$ cat config.mk
export PLATFORM = sky130hd
export DESIGN_NAME = traffic_intersection_ctrl
export DESIGN_NICKNAME = d
export VERILOG_FILES = /design/src/rtl/traffic_intersection_ctrl_pkg.sv /design/src/rtl/traffic_intersection_ctrl_phase_timer.sv /design/src/rtl/traffic_intersection_ctrl.sv
export SDC_FILE = /design/constraint.sdc
export NUM_CORES = 1
export LEC_CHECK = 0
export ABC_AREA = 1
export CAP_MARGIN = 20
export CORE_ASPECT_RATIO = 0.7
export CORE_MARGIN = 5
export CORE_UTILIZATION = 54
export CTS_CLUSTER_DIAMETER = 40
export DETAILED_ROUTE_END_ITERATION = 7
export PLACE_DENSITY = 0.75
export SLEW_MARGIN = 40
export SYNTH_ARGS = -nofsm -noshare
export SYNTH_HDL_FRONTEND = slang
export SYNTH_SLANG_ARGS = --single-unit
$ cat constraint.sdc
create_clock -name clk -period 2.53 [get_ports clk]
set_input_delay 0.6325 -clock clk [delete_from_list [all_inputs] [get_ports clk]]
set_output_delay 0.6325 -clock clk [all_outputs]
set_load 0.1 [all_outputs]
$ cat src/rtl/traffic_intersection_ctrl_pkg.sv
// Shared types for the two-road intersection controller: light codes, phase
// states and the per-phase load value.
package traffic_pkg;

    localparam logic [1:0] RED    = 2'd0;
    localparam logic [1:0] GREEN  = 2'd1;
    localparam logic [1:0] YELLOW = 2'd2;

    typedef enum logic [2:0] {
        AR_NS,
        NS_G,
        NS_Y,
        AR_EW,
        EW_G,
        EW_Y,
        PED,
        EHOLD
    } state_t;

    // Counter load value for a phase (duration minus one); EHOLD parks at zero.
    function automatic int unsigned duration(input state_t s,
                                             input int unsigned g_ns,
                                             input int unsigned g_ew,
                                             input int unsigned yel,
                                             input int unsigned ar,
                                             input int unsigned pw);
        case (s)
            AR_NS, AR_EW: return ar - 1;
            NS_G:         return g_ns - 1;
            EW_G:         return g_ew - 1;
            NS_Y, EW_Y:   return yel - 1;
            PED:          return pw - 1;
            default:      return 0;
        endcase
    endfunction

    function automatic logic [1:0] ns_light(input state_t s);
        case (s)
            NS_G:    return GREEN;
            NS_Y:    return YELLOW;
            default: return RED;
        endcase
    endfunction

    function automatic logic [1:0] ew_light(input state_t s);
        case (s)
            EW_G:    return GREEN;
            EW_Y:    return YELLOW;
            default: return RED;
        endcase
    endfunction

endpackage

$ cat src/rtl/traffic_intersection_ctrl_phase_timer.sv
// Loadable down-counter that times each phase; stops at zero until reloaded.
module phase_timer #(
    parameter int          CNT_W   = 8,
    parameter int unsigned RST_VAL = 1
) (
    input  logic             clk,
    input  logic             reset,
    input  logic             load,
    input  logic [CNT_W-1:0] load_val,
    output logic [CNT_W-1:0] count,
    output logic             zero
);

    always_ff @(posedge clk) begin
        if (reset) begin
            count <= CNT_W'(RST_VAL);
        end else if (load) begin
            count <= load_val;
        end else if (count != '0) begin
            count <= count - 1'b1;
        end
    end

    assign zero = (count == '0);

endmodule

$ cat src/rtl/traffic_intersection_ctrl.sv
// Two-road intersection controller with all-red clearance, latched pedestrian
// walk, EW sensor rest-in-NS-green and emergency all-red preemption.
//
// state | meaning
// AR_NS | all-red clearance before NS green
// NS_G  | NS green (rests here while no EW demand)
// NS_Y  | NS yellow
// AR_EW | all-red clearance before EW green
// EW_G  | EW green
// EW_Y  | EW yellow
// PED   | pedestrian walk, both roads red
// EHOLD | emergency hold, both red until emerg drops
module traffic_intersection_ctrl
    import traffic_pkg::*;
#(
    parameter int CNT_W    = 8,
    parameter int GREEN_NS = 40,
    parameter int GREEN_EW = 30,
    parameter int YELLOW   = 5,
    parameter int ALL_RED  = 2,
    parameter int PED_WALK = 10
) (
    input  logic             clk,
    input  logic             reset,
    input  logic             emerg,
    input  logic             ped_req,
    input  logic             ew_sense,
    output logic [1:0]       light_ns,
    output logic [1:0]       light_ew,
    output logic             walk,
    output logic [CNT_W-1:0] time_left,
    output logic             p_conflict,
    output logic             p_walk_bad,
    output logic             p_overrun
);

    state_t           state, state_nxt;
    logic             ped_pending;
    logic             ret_ew;
    logic             ped_enter;
    logic             load;
    logic [CNT_W-1:0] load_val;
    logic [CNT_W-1:0] count;
    logic             cnt_zero;

    function automatic int unsigned dur(input state_t s);
        return duration(s, GREEN_NS, GREEN_EW, YELLOW, ALL_RED, PED_WALK);
    endfunction

    phase_timer #(
        .CNT_W   (CNT_W),
        .RST_VAL (ALL_RED - 1)
    ) u_timer (
        .clk      (clk),
        .reset    (reset),
        .load     (load),
        .load_val (load_val),
        .count    (count),
        .zero     (cnt_zero)
    );

    always_comb begin
        state_nxt = state;
        ped_enter = 1'b0;
        case (state)
            AR_NS, AR_EW: begin
                if (cnt_zero) begin
                    if (emerg)            state_nxt = EHOLD;
                    else if (ped_pending) state_nxt = PED;
                    else                  state_nxt = (state == AR_NS) ? NS_G : EW_G;
                end
            end
            NS_G: begin
                if (emerg) state_nxt = NS_Y;
                else if (cnt_zero && (ew_sense || ped_pending)) state_nxt = NS_Y;
            end
            NS_Y:  if (cnt_zero) state_nxt = AR_EW;
            EW_G:  if (emerg || cnt_zero) state_nxt = EW_Y;
            EW_Y:  if (cnt_zero) state_nxt = AR_NS;
            PED: begin
                if (emerg)         state_nxt = EHOLD;
                else if (cnt_zero) state_nxt = ret_ew ? EW_G : NS_G;
            end
            EHOLD: if (!emerg) state_nxt = AR_NS;
            default: state_nxt = AR_NS;
        endcase

        // A phase reloads on any state change, and NS_G also reloads when it rests.
        load = (state_nxt != state) || (state == NS_G && cnt_zero);
        load_val = CNT_W'(dur(state_nxt));
        ped_enter = (state_nxt == PED) && (state != PED);
    end

    always_ff @(posedge clk) begin
        if (reset) begin
            state       <= AR_NS;
            ped_pending <= 1'b0;
            ret_ew      <= 1'b0;
            light_ns    <= RED;
            light_ew    <= RED;
            walk        <= 1'b0;
        end else begin
            state    <= state_nxt;
            light_ns <= ns_light(state_nxt);
            light_ew <= ew_light(state_nxt);
            walk     <= (state_nxt == PED);
            if (ped_enter) begin
                ped_pending <= 1'b0;
                ret_ew      <= (state == AR_EW);
            end else if (ped_req && state != PED) begin
                ped_pending <= 1'b1;
            end
        end
    end

    assign time_left  = count;
    assign p_conflict = (ns_light(state) != RED) && (ew_light(state) != RED);
    assign p_walk_bad = (state == PED) &&
                        ((ns_light(state) != RED) || (ew_light(state) != RED));
    assign p_overrun  = (32'(count) > dur(state));

endmodule
Word level (Yosys, flattened, before mapping)
Cells that the tools add are included.
W data, S select, Z words.
{ "totals": {"reg_bits": 18, "inputBits": 5, "output_inout_bits": 16, "elab_cells": 68} }
{ "classes": {"addsub": 1, "n_lt_le_gt_ge": 1, "n_eq_ne": 15, "n_mux": 22, "n_reduce_logical": 22} }
{ "ops": {"columns": ["cell", "count"], "rows": [
  ["$pmux W6 S5", 2],
  ["$mux W3", 13],
  ["$gt A8 B32 Y1", 1],
  ["$eq A3 B3 Y1 const B", 7],
  ["$pmux W3 S7", 1],
  ["$mux W8", 2],
  ["$pmux W2 S2", 4],
  ["$eq A3 B2 Y1 const B", 4],
  ["$reduce_or A2 Y1", 5],
  ["$logic_not A8 Y1", 1],
  ["$reduce_bool A8 Y1", 1],
  ["$sub A8 B1 Y8 const B", 1],
  ["$eq A3 B1 Y1 const B", 2],
  ["$logic_and A1 B1 Y1", 6],
  ["$logic_not A3 Y1", 2],
  ["$reduce_bool A2 Y1", 3],
  ["$logic_or A1 B1 Y1", 4],
  ["$ne A3 B3 Y1", 1],
  ["$ne A3 B3 Y1 const B", 1]
]} }

Longest topological paths before layout
Gate-level depths: netlist of the first run.
{ "depth": {"ltp_word": 10, "ltp_mapped": 19, "depth_no_buf": 18} }

By module
From an unflattened synthesis of the first run, not the netlist that was laid out.
{ "unflattened": {"cells_unflattened": 225, "hier_area_um2": 1473.9} }
{ "by_module_without_submodules": {"columns": ["module", "n_inst", "cells_each", "area_per_inst_um2", "seq_area_each_um2"], "rows": [
  ["traffic_intersection_ctrl", 1, 142, 968.4, 200.2],
  ["phase_timer", 1, 83, 505.5, 160.2]
]} }

Worst setup path before layout of the first run
OpenSTA, ideal clock, no wires.
{ "synth_path": {"kind": "register -> output", "start": "reg u_timer.count[2]", "end": "out p_overrun", "arrival_time_ns": 2.544, "required_time_ns": 1.898, "slack_ns": -0.647, "stages_incl_launch_ff": 9, "path_buffers": 0, "path_cell_list": "dfxtp_1 -> ha_1 -> nand2_1 -> nor2_1 -> a211o_1 -> a21oi_1 -> o21ai_0 -> o21ai_0 -> nand2_1"} }
{ "synth_between": {"elab_chain_len": 1} }
{ "synth_rtl": {"columns": ["element", "line", "source"], "rows": [
  ["start, declared", "traffic_intersection_ctrl_phase_timer.sv:10", "output logic [CNT_W-1:0] count,"],
  ["start signal, assigned", "traffic_intersection_ctrl_phase_timer.sv:16", "count <= CNT_W'(RST_VAL);"],
  ["start signal, assigned", "traffic_intersection_ctrl_phase_timer.sv:18", "count <= load_val;"],
  ["start signal, assigned", "traffic_intersection_ctrl_phase_timer.sv:20", "count <= count - 1'b1;"],
  ["$gt A8 B32 Y1", "traffic_intersection_ctrl.sv:120", "assign p_overrun = (32'(count) > dur(state));"],
  ["end, declared", "traffic_intersection_ctrl.sv:34", "output logic p_overrun"]
]} }
No other way between the ends.

Worst setup path in the final report of the first run
{ "layout_path": {"start": "reg state[0]", "end": "out p_overrun"} }
{ "layout_between": {"elab_chain_len": 4, "word_cells_on_any_way": 11, "cone_classes": "1 x order compare; 6 x eq/ne; 1 x mux; 3 x reduce/logical"} }
{ "layout_rtl": {"columns": ["element", "line", "source"], "rows": [
  ["start, declared", "traffic_intersection_ctrl.sv:37", "state_t state, state_nxt;"],
  ["start signal, assigned", "traffic_intersection_ctrl.sv:103", "state <= state_nxt;"],
  ["$eq A3 B2 Y1, or another cell as far along", "traffic_intersection_ctrl_pkg.sv:27", "case (s)"],
  ["$reduce_or A2 Y1", "traffic_intersection_ctrl_pkg.sv:27", null],
  ["$pmux W6 S5 (*)", "traffic_intersection_ctrl_pkg.sv:27", null],
  ["$gt A8 B32 Y1 (*)", "traffic_intersection_ctrl.sv:120", null]
]} }
Mark *: on every way between the ends. The rest lies on a longest branch, timed or not.

==> summary.txt, run 1 <==
Status
  • Outcome: finished with violations
  • Failing checks: negative setup slack

Critical path
  • Slowest stage cell, crit path: dfxtp_4
  • Worst Path Arrival: 2.11 ns
  • CP startpoint kind: flop
  • Req. time, crit path: 1.90 ns
  • Crit end category: output pin
  • Kind of critical path: flop to output pin
  • Crit-path cells: inv_4 -> nor2_4 -> nand2_2 -> nand2_2 -> a21oi_2 -> ha_1 -> nand2_1 -> nor2_1 -> a211o_1 -> a21oi_2 -> o21ai_1 -> o21ai_2 -> nand2_4 -> buf_12
  • CP Buf/Inv Count: 2
  • Top cell family by delay on the critical path: compound AO/OA/AOI/OAI gates
  • Max stage delay on crit path: 0.37 ns
  • Critical path fanouts, max: 3

Place
  • GP Congestion: 0.971
  • Hpwl dp: 3220 um
  • Port Buffers: 18
  • Dpl ws: -0.120 ns

Routing
  • Via count: 1,537
  • Via density per instance: 5.39
  • Initial drt markers: 129
  • WL final: 4100 um
  • DRC viols: 0
  • Average routed wire per standard cell: 14.4 um
  • ANT nets after route: 0
  • Router iterations before antenna repair: 4

Yosys
  • Cells after Synth: 211
  • Post-synth cell types: 34
  • Seq/Total Area, Yosys: 0.244
  • Synth warnings: 0
  • Syn Std Cell Area: 1480 um^2
  • Yosys reg bits: 18
  • Syn Area/Cell: 7.00 um^2

Global route
  • Initial antenna violation count: 0
  • Largest net degree at the start of global routing: 13
  • Tot GR Track Use: 0.235
  • Vias in the first global route: 1,495
  • Global-route wire length before repair: 7000 um
  • GRT overflow: 0

Layout
  • Share of cells above drive strength 1: 0.402
  • P&R area growth vs syn: 30.9%
  • Commonest non-fill, non-tap cell in the layout: nand2_1
  • Most frequent cells in the layout: nand2_1, buf_4, inv_1
  • # diodes: 0
  • FILL cells: 202
  • Nets: 265

Timing
  • Final WS setup: -0.208 ns
  • # setup viols final: 1
  • Slew Viols, Final: 0
  • Fin crit share: 1.08
  • Final hold vios: 0
  • RSZ-0062 raised after global routing: yes
  • Setup Skew: 0.00991 ns
  • Setup TNS: -0.208 ns
  • FMAX: 0.365 GHz
  • Min cycle time layout: 2.74 ns

Clock network
  • Root Driver: clkbuf_8
  • Htree depth: 1
  • Total clock sinks: 18
  • # hold bufs at CTS: 0
  • Worst-path clk slew: 0.06 ns
  • CTS Buffer Depth: 2
  • CTS tree: done
  • Number of CTS-inserted buffers: 3
  • Worst skew pair latency: 0.26 ns

Floorplan
  • Initial core utilization: 0.583
  • Rows: 15
  • IO Count: 21
  • Core area: 2530 um^2
  • Die area: 3900 um^2
  • DIE WIDTH: 72.5 um
  • Die Ht: 53.8 um

Job
  • Max Cap Violations: 0

Worst hold path
  • Min-Delay Path Class: flop to flop
[final timing paths]
kind / from / to / depth (start not counted) / slack [ns]
worst min-delay path: ret_ew / ret_ew / 2 / 0.48
worst max register to register: u_timer.count[1] / u_timer.count[5] / 15 / 0.23
worst max-delay path: state[0] / p_overrun / 14 / -0.21
worst min register to register: ret_ew / ret_ew / 2 / 0.48
[worst reg2reg max path, delay by kind of cell (launching register included)]
| family | cells | cell delay (ns) |
|---|---|---|
| buffers and inverters | 1 | 0.13 |
| AND/OR/NAND/NOR | 12 | 1.36 |
| adder cells (fa/ha/maj) | 1 | 0.22 |
| AO/OA/AOI/OAI | 1 | 0.15 |
| flip-flops | 1 | 0.35 |
[through the flow]
step                hold WS [ns]  instances  instance area, um^2   util
CTS                        0.488        285                 1910  0.755
detailed placement         0.472        279                 1810  0.716
finish                     0.485        285                 1930  0.763
floorplan                  0.436        212                 1500      -
global placement           0.451        279                 1810  0.716
global route               0.504        285                 1930  0.763
[metal layers]
layer / vias to the layer above / global-route usage / part of all wire
met5: - / 0 / 0
met4: 0 / 0.0675 / 0.0054
met3: 4 / 0.0448 / 0.072
met2: 65 / 0.391 / 0.45
met1: 701 / 0.312 / 0.47
li1: 767 / - / -
[what timing repair did]
| action | 4_1_cts | 5_1_grt |
|---|---|---|
| pin swaps | 4 | 4 |
| setup endpoints to repair | 1 | 2 |
| gates resized for setup | 8 | 7 |
| buffers inserted | 2 | 0 |
[synthesized netlist by cell type (all sizes together)]
library cell  instances  share of area
nand2                58           0.20
nand3                20          0.083
buf                   4          0.023
dfxtp                18           0.24
conb                  1         0.0025
a211o                 1         0.0059
xor2                  2          0.012
clkbuf                1         0.0025
ha                    8          0.068
a21oi                11          0.045
a31oi                 1         0.0042
or2                   2         0.0085
nand4                 5          0.021
nor3                  6          0.024
inv                  29          0.074
nor2                 27           0.11
nor4                  3          0.017
o21ai                12          0.041
xnor2                 1         0.0059
a211oi                1         0.0085
[cell families (layout without fill, tap and decap cells)]
family	after synthesis	after routing	share of synthesized area
adders and majority gates	8	8	0.0677
AOI/OAI and AO/OA	26	26	0.104
other	1	2	0.00254
and+or+nand+nor	121	121	0.465
xor gates and xnor gates	3	3	0.0178
buffers and inverters	34	73	0.0991
DFF	18	18	0.244
[final cells by class]
cell class	count	area, um^2	area share
Multi-Input combinational cell	160	1030	0.530
Sequential cell	18	374	0.193
Timing Repair Buffer	40	323	0.167
Inverter	29	114	0.0589
Clock buffer	4	55.1	0.0285
Tap cell	34	42.5	0.0220
[state kept, by name, indices dropped and copies added (netlist names)]
signal / cells
light_ew: 2
light_ns: 2
ped_pending: 1
ret_ew: 1
state: 3
u_timer.count: 8
walk: 1
Power of run 1 is not shown: default switching activity piles up to over one toggle a cycle in this logic, so the estimate is an artifact.
==> inputs of run 2 (changes only) <==
--- a/config.mk
+++ b/config.mk
@@ -6,10 +6,10 @@
 export NUM_CORES = 1
 export LEC_CHECK = 0
 export ABC_AREA = 1
-export CAP_MARGIN = 20
 export CORE_ASPECT_RATIO = 0.7
 export CORE_MARGIN = 5
 export CORE_UTILIZATION = 54
+export CTS_BUF_LIST = sky130_fd_sc_hd__clkbuf_16
 export CTS_CLUSTER_DIAMETER = 40
 export DETAILED_ROUTE_END_ITERATION = 7
 export PLACE_DENSITY = 0.75
@@ -17,3 +17,4 @@
 export SYNTH_ARGS = -nofsm -noshare
 export SYNTH_HDL_FRONTEND = slang
 export SYNTH_SLANG_ARGS = --single-unit
+export TNS_END_PERCENT = 20
==> summary.txt, run 2 (synthesized netlist as in run 1, its figures left out) <==
Timing
  • Min cycle time layout: 2.72 ns (was 2.74 ns)
  • FMAX: 0.367 GHz (was 0.365 GHz)
  • Final WS setup: -0.195 ns (was -0.208 ns)
  • Slew Viols, Final: 0 (unchanged)
  • Setup Skew: 0.00491 ns (was 0.00991 ns)
  • Hold WS: 0.484 ns (was 0.485 ns)
  • Fin crit share: 1.08 (about the same)
  • RSZ-0062 raised after global routing: yes (unchanged)
  • Setup TNS: -0.195 ns (was -0.208 ns)
  • # setup viols final: 1 (unchanged)
  • Final hold vios: 0 (unchanged)

Clock network
  • Number of CTS-inserted buffers: 3 (unchanged)
  • Worst skew pair latency: 0.25 ns (was 0.26 ns)
  • Worst-path clk slew: 0.05 ns (was 0.06 ns)
  • CTS tree: done (unchanged)
  • # hold bufs at CTS: 0 (unchanged)
  • Htree depth: 1 (unchanged)
  • CTS Buffer Depth: 2 (unchanged)
  • Total clock sinks: 18 (unchanged)
  • Root Driver: clkbuf_16 (was clkbuf_8)

Critical path
  • Slowest stage cell, crit path: dfxtp_4 (unchanged)
  • Cell depth of the worst flop-to-flop path: 15 (unchanged)
  • Req. time, crit path: 1.90 ns (about the same)
  • Kind of critical path: flop to output pin (unchanged)
  • Crit end category: output pin (unchanged)
  • Max stage delay on crit path: 0.36 ns (was 0.37 ns)
  • Worst Path Arrival: 2.09 ns (was 2.11 ns)
  • Crit-path cells: inv_4 -> nor2_4 -> nand2_2 -> nand2_2 -> a21oi_2 -> ha_1 -> nand2_1 -> nor2_1 -> a211o_1 -> a21oi_2 -> o21ai_1 -> o21ai_2 -> nand2_4 -> buf_12 (unchanged)
  • Critical path fanouts, max: 3 (unchanged)
  • CP startpoint kind: flop (unchanged)

Layout
  • FILL cells: 203 (was 202)
  • Area of the multi-input gates: 1020 um^2 (was 1030 um^2)
  • Reg area: 373 um^2 (was 374 um^2)
  • Nets: 265 (unchanged)
  • P&R area growth vs syn: 31.8% (was 30.9%)
  • Biggest regs: u_timer.count: 8 flops, state: 3 flops (unchanged)
  • Max FFs per register: 8 (unchanged)
  • Largest register by flop count: u_timer.count (unchanged)
  • Non-filler instance count after layout: 285 (unchanged)
  • # diodes: 0 (unchanged)
  • Most frequent cells in the layout: nand2_1, buf_4, inv_1 (unchanged)
  • Share of cells above drive strength 1: 0.394 (was 0.402)
  • Final core utilization: 0.768 (was 0.763)
  • Commonest non-fill, non-tap cell in the layout: nand2_1 (unchanged)

Routing
  • Max layer used: met4 (unchanged)
  • ANT nets after route: 0 (unchanged)
  • WL met3: 361 um (was 295 um)
  • WL final: 4080 um (was 4100 um)
  • Met1 wire length: 1840 um (was 1940 um)
  • DRC viols: 0 (unchanged)
  • Initial drt markers: 92 (was 129)
  • Average routed wire per standard cell: 14.3 um (was 14.4 um)
  • Met2 wire length: 1820 um (was 1840 um)
  • Router iterations before antenna repair: 6 (was 4)
  • Via density per instance: 5.38 (was 5.39)
  • Via count: 1,534 (was 1,537)

Floorplan
  • Core area: 2530 um^2 (unchanged)
  • Rows: 15 (unchanged)
  • Initial core utilization: 0.583 (unchanged)
  • Die area: 3900 um^2 (unchanged)
  • Die Ht: 53.8 um (unchanged)
  • DIE WIDTH: 72.5 um (unchanged)
  • IO Count: 21 (unchanged)

Status
  • Failing checks: negative setup slack (unchanged)
  • Outcome: finished with violations (unchanged)

Place
  • Hpwl dp: 3220 um (unchanged)
  • Port Buffers: 18 (unchanged)
  • GP Congestion: 0.971 (unchanged)
  • Placed instance count: 279 (unchanged)

Global route
  • Vias in the first global route: 1,506 (was 1,495)
  • Initial antenna violation count: 0 (unchanged)
  • Global-route wire length before repair: 7060 um (was 7000 um)
  • GRT overflow: 0 (unchanged)
  • Largest net degree at the start of global routing: 13 (unchanged)
  • Tot GR Track Use: 0.235 (unchanged)

Worst hold path
  • Hold path cells: 2 (unchanged)
  • Min-Delay Path Class: flop to flop (unchanged)

Job
  • Max Cap Violations: 0 (unchanged)
## run 2: path summary, 6_finish.rpt
kind                    startpoint                to  slack (ns)
setup / recovery          state[0]         p_overrun       -0.19
hold / removal              ret_ew            ret_ew        0.48
setup reg to reg  u_timer.count[1]  u_timer.count[7]        0.19
hold reg to reg             ret_ew            ret_ew        0.48
## run 2: metrics by stage
step | cell area, um^2 | setup slack (ns)
after floorplan | 1500 | 0.00416
after global placement | 1810 | -0.0385
after detailed placement | 1810 | -0.120
after CTS | 1940 | -0.244
after global routing | 1950 | -0.321
final | 1950 | -0.195
## run 2: worst max-delay path, delay by kind of cell (launching register included)
kind                       cells  cell delay [ns]
AOI/OAI and AO/OA              5             0.55
adders and majority gates      1             0.31
DFF                            1             0.36
and+or+nand+nor                6             0.40
buffers and inverters          2             0.21
## run 2: timing repair
| action | 4_1_cts | 5_1_grt |
|---|---|---|
| endpoints found under the hold margin | 0 | 0 |
| gates cloned | 0 | 0 |
| resized for setup | 8 | 4 |
| buffers inserted | 2 | 0 |
| pin swaps | 4 | 4 |
| setup endpoints to repair | 1 | 1 |
## run 2: layout make-up
type                    instances  share of cell area
clock inverters                 1             0.00193
clock buffers                   3              0.0386
inverters                      29              0.0572
multi-input cells             160               0.523
well taps                      34              0.0219
flip-flops and latches         18               0.192
repair buffers                 40               0.166
## run 2: metal layers
layer | up-vias | GRT usage
li1 | 761 | -
met1 | 690 | 0.315
met2 | 71 | 0.392
met3 | 12 | 0.0410
met4 | 0 | 0.0613
met5 | - | 0
Power of run 2 is left out for the same reason.
